[src/rtl/irq_ctrl_pkg.sv]
// Shared definitions for the interrupt controller.
// Contents: line count, overflow bit position, empty-vector constant,
// the vector type, the request mask that drops the overflow bit, and a
// rising-edge helper used on both the request and strobe paths.
package irq_ctrl_pkg;

   localparam int unsigned N_IRQ       = 8;
   localparam int unsigned IRQ_OVF_BIT = 0;

   typedef logic [N_IRQ-1:0] irq_vec_t;

   localparam irq_vec_t IRQ_NONE = '0;

   // External requests never reach the overflow bit; it is entered only via s_calli.
   localparam irq_vec_t IRQ_REQ_MASK = ~(irq_vec_t'(1) << IRQ_OVF_BIT);

   // Bits that are high now but were low one cycle earlier.
   function automatic irq_vec_t rise(input irq_vec_t cur, input irq_vec_t prev);
      return cur & ~prev;
   endfunction

endpackage

[src/rtl/irq_ctrl_lsb_onehot.sv]
// Combinational lowest-set-bit isolator.
// Ports:
//   x      in  W  input vector
//   lsb_c  out W  one-hot copy of the lowest set bit of x, 0 if x is 0
module lsb_onehot #(
   parameter int unsigned W = 8
) (
   input  logic [W-1:0] x,
   output logic [W-1:0] lsb_c
);

   // Two's-complement trick: x & -x keeps only the lowest set bit.
   assign lsb_c = x & (~x + W'(1));

endmodule

[src/rtl/irq_ctrl.sv]
// Interrupt controller feeding the CPU control unit.
// Synchronises external requests, latches their rising edges as pending,
// tracks nested in-service interrupts and reports the highest-priority
// (lowest index) pending and in-service lines as one-hot vectors.
// Configuration macro: IRQ_MASK_EN -- when defined a mask register hides
// lines from min_bit_s; when undefined the mask is constant 0 and
// mask_we/mask_wdata are ignored.
// Ports:
//   clk         in  1  clock, rising edge
//   reset       in  1  asynchronous, active-low, clears all state
//   irq_in      in  8  asynchronous requests, bit 0 ignored
//   s_calli     in  8  entry strobe level from the control unit
//   s_reti      in  8  return strobe level from the control unit
//   mask_we     in  1  mask write enable
//   mask_wdata  in  8  new mask value, 1 = masked
//   min_bit_s   out 8  lowest set bit of pending & ~mask (combinational from registers)
//   min_bit_a   out 8  lowest set bit of in_service (combinational from registers)
//   pending_o   out 8  raw pending register
module irq_ctrl
   import irq_ctrl_pkg::*;
#(
   parameter int unsigned SYNC_STAGES = 2
) (
   input  logic             clk,
   input  logic             reset,
   input  logic [N_IRQ-1:0] irq_in,
   input  logic [N_IRQ-1:0] s_calli,
   input  logic [N_IRQ-1:0] s_reti,
   input  logic             mask_we,
   input  logic [N_IRQ-1:0] mask_wdata,
   output logic [N_IRQ-1:0] min_bit_s,
   output logic [N_IRQ-1:0] min_bit_a,
   output logic [N_IRQ-1:0] pending_o
);

   logic [SYNC_STAGES-1:0][N_IRQ-1:0] sync_q;
   irq_vec_t sync_out;
   irq_vec_t hist_q;
   irq_vec_t calli_q;
   irq_vec_t reti_q;
   irq_vec_t pending_q;
   irq_vec_t in_service_q;
   irq_vec_t mask;
   irq_vec_t irq_edge;
   irq_vec_t entry_ev;
   irq_vec_t return_ev;
   irq_vec_t visible_pending;

   // Synchroniser chain; stage 0 captures the raw asynchronous lines.
   always_ff @(posedge clk or negedge reset) begin
      if (!reset) begin
         sync_q <= '0;
      end else begin
         sync_q <= {sync_q[SYNC_STAGES-2:0], irq_in & IRQ_REQ_MASK};
      end
   end

   assign sync_out = sync_q[SYNC_STAGES-1];

   // History of the synchronised lines and of the strobe levels.
   always_ff @(posedge clk or negedge reset) begin
      if (!reset) begin
         hist_q  <= '0;
         calli_q <= '0;
         reti_q  <= '0;
      end else begin
         hist_q  <= sync_out;
         calli_q <= s_calli;
         reti_q  <= s_reti;
      end
   end

   assign irq_edge  = rise(sync_out, hist_q) & IRQ_REQ_MASK;
   assign entry_ev  = rise(s_calli, calli_q);
   assign return_ev = rise(s_reti, reti_q);

   // A fresh edge overrides an entry on the same bit so the request is not lost;
   // an entry overrides a return on the same bit.
   always_ff @(posedge clk or negedge reset) begin
      if (!reset) begin
         pending_q    <= '0;
         in_service_q <= '0;
      end else begin
         pending_q    <= (pending_q & ~entry_ev) | irq_edge;
         in_service_q <= (in_service_q & ~return_ev) | entry_ev;
      end
   end

`ifdef IRQ_MASK_EN
   irq_vec_t mask_q;

   // Mask register; pending still latches behind a mask.
   always_ff @(posedge clk or negedge reset) begin
      if (!reset) begin
         mask_q <= '0;
      end else if (mask_we) begin
         mask_q <= mask_wdata;
      end
   end

   assign mask = mask_q;
`else
   logic unused_mask_port;

   // Mask ports kept for a fixed interface but have no effect in this build.
   assign unused_mask_port = ^{mask_we, mask_wdata};
   assign mask             = IRQ_NONE;
`endif

   assign visible_pending = pending_q & ~mask;

   lsb_onehot #(
      .W (N_IRQ)
   ) u_lsb_pending (
      .x     (visible_pending),
      .lsb_c (min_bit_s)
   );

   lsb_onehot #(
      .W (N_IRQ)
   ) u_lsb_in_service (
      .x     (in_service_q),
      .lsb_c (min_bit_a)
   );

   assign pending_o = pending_q;

endmodule

[config.mk]
export PLATFORM = sky130hd
export DESIGN_NAME = irq_ctrl
export DESIGN_NICKNAME = d
export VERILOG_FILES = /design/src/rtl/irq_ctrl_pkg.sv /design/src/rtl/irq_ctrl_lsb_onehot.sv /design/src/rtl/irq_ctrl.sv
export SDC_FILE = /design/constraint.sdc
export NUM_CORES = 1
export LEC_CHECK = 0
export BUFFER_PORTS_ARGS = -buffer_cell sky130_fd_sc_hd__buf_4
export CAP_MARGIN = 10
export CORE_MARGIN = 5
export CORE_UTILIZATION = 38
export CTS_BUF_LIST = sky130_fd_sc_hd__clkbuf_16
export DETAILED_ROUTE_END_ITERATION = 8
export GPL_TIMING_DRIVEN = 0
export SLEW_MARGIN = 25
export SYNTH_ARGS = -nofsm -noshare
export SYNTH_HDL_FRONTEND = slang
export SYNTH_SLANG_ARGS = --single-unit
[constraint.sdc]
create_clock -name clk -period 1.82 [get_ports clk]
set_input_delay 0.364 -clock clk [delete_from_list [all_inputs] [get_ports clk]]
set_output_delay 0.364 -clock clk [all_outputs]
set_load 0.1 [all_outputs]
# Word level (Yosys, flattened, before mapping)
# Index checks and enable logic that the tools add are counted.
[word_totals]
reg_bits = 53
in_bits = 35
output_inout_bits = 24
word_cells = 25
[classes]
addsub = 2
n_bitwise = 16
[op_table]
columns = ["cell", "count"]
rows = [
  ["$and A8 B8 Y8", 7],
  ["$not A8 Y8", 7],
  ["$add A8 B1 Y8 const B", 2],
  ["$or A8 B8 Y8", 2],
]

# Depth between registers and ports, before layout
[depth]
depth_word = 5
ltp_mapped = 2
depth_no_buf = 2

# By module
# From an unflattened synthesis, not the netlist that was laid out.
[unflattened]
hier_cells = 120
hier_area_um2 = 1810.5
[modules_own_cells]
columns = ["mod", "n_inst", "cells_per_inst", "area_each_um2", "seq_area_each_um2"]
rows = [
  ["irq_ctrl", 1, 100, 1642.8, 1326.3],
  ["lsb_onehot", 2, 10, 83.8, 0.0],
]

# Worst setup path after synthesis
# OpenSTA, ideal clock, no wires.
[synth_path]
kind = "reg-to-output"
start = "register pending_q[3] (netlist: pending_o[3])"
end = "output port min_bit_s[3]"
arrival_ns = 4.096
required_ns = 1.456
path_slack_ns = -2.640
stages_incl_launch_ff = 2
n_path_buf = 0
cell_sequence = "dfrtp_1 -> nor4b_1"
[synth_via]
elab_chain_cells = 3
[synth_lines]
columns = ["element", "line", "rtl"]
rows = [
  ["start, declared", "irq_ctrl.sv:41", "irq_vec_t pending_q;"],
  ["start signal, assigned", "irq_ctrl.sv:84", "pending_q <= (pending_q & ~entry_ev) | irq_edge;"],
  ["$not A8 Y8", "irq_ctrl_lsb_onehot.sv:13", "assign lsb_c = x & (~x + W'(1));"],
  ["$add A8 B1 Y8", "irq_ctrl_lsb_onehot.sv:13", ""],
  ["$and A8 B8 Y8 *", "irq_ctrl_lsb_onehot.sv:13", ""],
  ["end, declared", "irq_ctrl.sv:31", "output logic [N_IRQ-1:0] min_bit_s,"],
]
# Every way passes the cells marked *; elsewhere a longest branch is shown, timed or not.

# Final worst setup path
[layout_path]
start = "register pending_q[1] (netlist: pending_o[1])"
end = "output port min_bit_s[6]"
[layout_via]
elab_chain_cells = 3
[layout_lines]
columns = ["element", "line"]
rows = [
  ["$not A8 Y8", "irq_ctrl_lsb_onehot.sv:13"],
  ["$add A8 B1 Y8", "irq_ctrl_lsb_onehot.sv:13"],
  ["$and A8 B8 Y8", "irq_ctrl_lsb_onehot.sv:13"],
]
# No other way between the ends.

==> flow_metrics.env <==
export IMPL_fin_crit_ns=2.24
export IMPL_cts_root_buf="clkbuf_16"
export IMPL_switching_power_mw=0.846
export IMPL_irDropWorstVdd_mv=0.598
export IMPL_antenna_found_initial=0
export IMPL_crit_path_end="min_bit_s[6]"
export IMPL_core_um2=4440
export IMPL_wl_per_cell_um=14.5
export IMPL_nets=219
export IMPL_grt_pass1_vias=1205
export IMPL_synth_area_top_cells="dfrtp_1 75%, a22o_1 3.5%, inv_1 3.4%"
export IMPL_routed_via_density=4.64
export IMPL_cts_tree="done"
export IMPL_leakagePower_nw=1.24
export IMPL_fmax_mhz=446
export IMPL_grt_pass1_wl_um=5710
export IMPL_yosysWarningCount=0
export IMPL_endpoint_kind="output port"
export IMPL_ys_seq_elements=53
export IMPL_dieArea_um2=6120
export IMPL_critPathSlowestCell="or4_4"
export IMPL_cts_hold_buffers_added=0
export IMPL_p_total_mw=2.92
export IMPL_yosysUniqueCellTypes=18
export IMPL_timing_rr_end="pending_o[1]$_DFF_PN0_"
export IMPL_clockPowerShare=0.354
export IMPL_hold_viol=0
export IMPL_clock_sinks=53
export IMPL_place_hpwl_um=2450
export IMPL_seq_area_frac_synth=0.749
export IMPL_combPwrFrac=0.192
export IMPL_reg2reg_slack_ns=0.79
export IMPL_start_util=0.398
export IMPL_worst_setup_path_type="flip-flop to output port"
export IMPL_fin_skew_ns=0.00195
export IMPL_required_ns=1.46
export IMPL_num_io_pins=59
export IMPL_tightestPinTransition_ns=0.644
export IMPL_hp_class="input pin to asynchronous set/reset pin"
export IMPL_seqPwrFrac=0.453
export IMPL_fin_hold_ws_ns=0.0971
export IMPL_slew_headroom=0.571
export IMPL_die_h_um=78.3
export IMPL_row_count=24
export IMPL_vias=1099
export IMPL_rsz0062_at_grt="true"
export IMPL_layout_drive_gt1_share=0.470
export IMPL_die_w_um=78.3
export IMPL_io_buffers=48
export IMPL_routabilityCongestion=0.753
export IMPL_crit_chain="or4_4 -> nor4b_4 -> buf_6"
export IMPL_cp_max_fo=4
export IMPL_avgSynthCellArea_um2=14.6
export IMPL_numCtsBuffers=5
export IMPL_antenna_cells=0
export IMPL_synth_nets=156
export IMPL_drt_first_iter_violations=39
export IMPL_wl_um=3440
export IMPL_fin_crit_sh=1.23
export IMPL_switching_share=0.290
export IMPL_gr_usage_all_layers=0.122
export IMPL_setup_viol=9
export IMPL_ff2ff_path_depth=3
export IMPL_final_area_um2=2630
export IMPL_synth_largest_area_cell="dfrtp_1"
export IMPL_slowest_delay_ns=0.61
export IMPL_maxCapViolations=0
export IMPL_grt_max_degree=54
export IMPL_crit_path_start_kind="flip-flop"
export IMPL_r2r_start="pending_o[1]$_DFF_PN0_"
export IMPL_report_final_slew_viol_count=0
export IMPL_clock_path_buffers=2
export IMPL_netlist_instances=121
export IMPL_power_internal_mw=2.08
export IMPL_clk_latency_ns=0.28
export IMPL_path_clk_slew_ns=0.07
export IMPL_tns_ns=-2.98
export IMPL_dp_worst_setup_slack_ns=-0.265
export IMPL_startpoint="pending_o[1]$_DFF_PN0_"
export IMPL_fillers=356
export IMPL_syn2layout_area_growth_pct=48.6
export IMPL_synthDominantCellAreaShare=0.749
export IMPL_pwr_density_cell_nw_per_um2=1110
export IMPL_layout_setup_ws_ns=-0.424
export IMPL_dpl_cell_area_um2=2310
export IMPL_netlist_area_um2=1770
export IMPL_overflow=0
export IMPL_cp_data_arrival_time_ns=1.88
export IMPL_htree_levels=2
export IMPL_drc=0
export IMPL_antenna_left=0
export IMPL_dr_pass1_iters=4
export IMPL_violations="setup timing"
export IMPL_status="complete, but fails checks"
## logic make-up after synthesis
family,synth area share
flops,0.749
simple gates,0.151
buf+inv,0.0424
compound gates,0.0572
## cells in the mapped netlist
library cell  count
nor4b_1           1
nor4b_4           1
a22o_1            7
nor2_1            4
nor3b_2           1
nor2b_1           9
or4_4             2
nor3_1            2
inv_1            16
buf_4             2
nor4_4            1
nor4b_2           1
dfrtp_1          53
nor3b_1           1
nor4_1            2
and2_1            1
nand2b_1          9
o21ai_0           8
## worst min path at each step
stage / slack [ns] / to / cells after the start
6_report: 0.1 / sync_q[5]$_DFF_PN0_ / 1
5_1_grt: 0.16 / sync_q[5]$_DFF_PN0_ / 1
4_1_cts: 0.13 / sync_q[5]$_DFF_PN0_ / 1
3_5_place_dp: 0.33 / sync_out[2]$_DFF_PN0_ / 0
3_3_place_gp: 0.33 / sync_out[4]$_DFF_PN0_ / 0
2_1_floorplan: 0.07 / calli_q[0]$_DFF_PN0_ / 0
## metrics by stage
| step | cells | util |
|---|---|---|
| 4_1_cts | 234 | 0.583 |
| 3_5_place_dp | 221 | 0.521 |
| 5_1_grt | 237 | 0.592 |
| 2_1_floorplan | 121 | - |
| 3_3_place_gp | 221 | 0.521 |
| 6_report | 237 | 0.592 |
## flip-flops by register name, summed over array words and instances (netlist names)
signal	flops
sync_out	7
in_service_q	8
hist_q	7
sync_q	7
pending_o	8
calli_q	8
reti_q	8
## layout by cell type (no fill, tap or decap), types with 4 or more instances in the layout
cell / netlist / final
o21ai_0: 8 / 8
clkbuf_16: 0 / 5
nor2b_1: 9 / 8
nand2b_1: 9 / 9
buf_4: 2 / 45
a22o_1: 7 / 7
inv_1: 16 / 15
dfrtp_1: 53 / 48
buf_6: 0 / 9
buf_12: 0 / 4
## area by class of cell
| type | count | area, um2 | area share |
|---|---|---|---|
| multi-input combinational | 50 | 482 | 0.183 |
| inverter | 16 | 60.1 | 0.0228 |
| buffer | 2 | 15.0 | 0.00571 |
| sequential | 53 | 1340 | 0.509 |
| clock inverter | 3 | 41.3 | 0.0157 |
| clock buffer | 5 | 125 | 0.0476 |
| tap | 52 | 65.1 | 0.0247 |
| timing repair buffer | 56 | 504 | 0.192 |
## worst max-delay path, delay by kind of cell, from the launching register on
kind / cells / cell delay, ns
flops: 1 / 0.47
buf+inv: 1 / 0.26
simple gates: 2 / 0.86
## power groups by stage
stage                     clock network [mW]  registers (mW)  logic, mW
after floorplan                            0            1.48      0.238
after global placement                     0            1.36      0.505
after global routing                    1.10            1.34      0.592
after CTS                               1.06            1.33      0.557
final                                   1.04            1.33      0.562
after detailed placement                   0            1.36      0.511
## routing by layer
metal  vias up  routed length, um  global-route usage
met3         4                135              0.0320
met4         0                 48              0.0577
met2        19               1830               0.204
met1       554               1430               0.148
li1        522                  -                   -
met5         -                  0                   0
## repair_timing
action / in CTS / in global routing
cloned: 0 / 0
setup endpoints to repair: 8 / 10
pin swaps: 4 / 3
setup buffers: 5 / 3
gates resized for setup: 18 / 4
(Power assumes the default switching activity.)
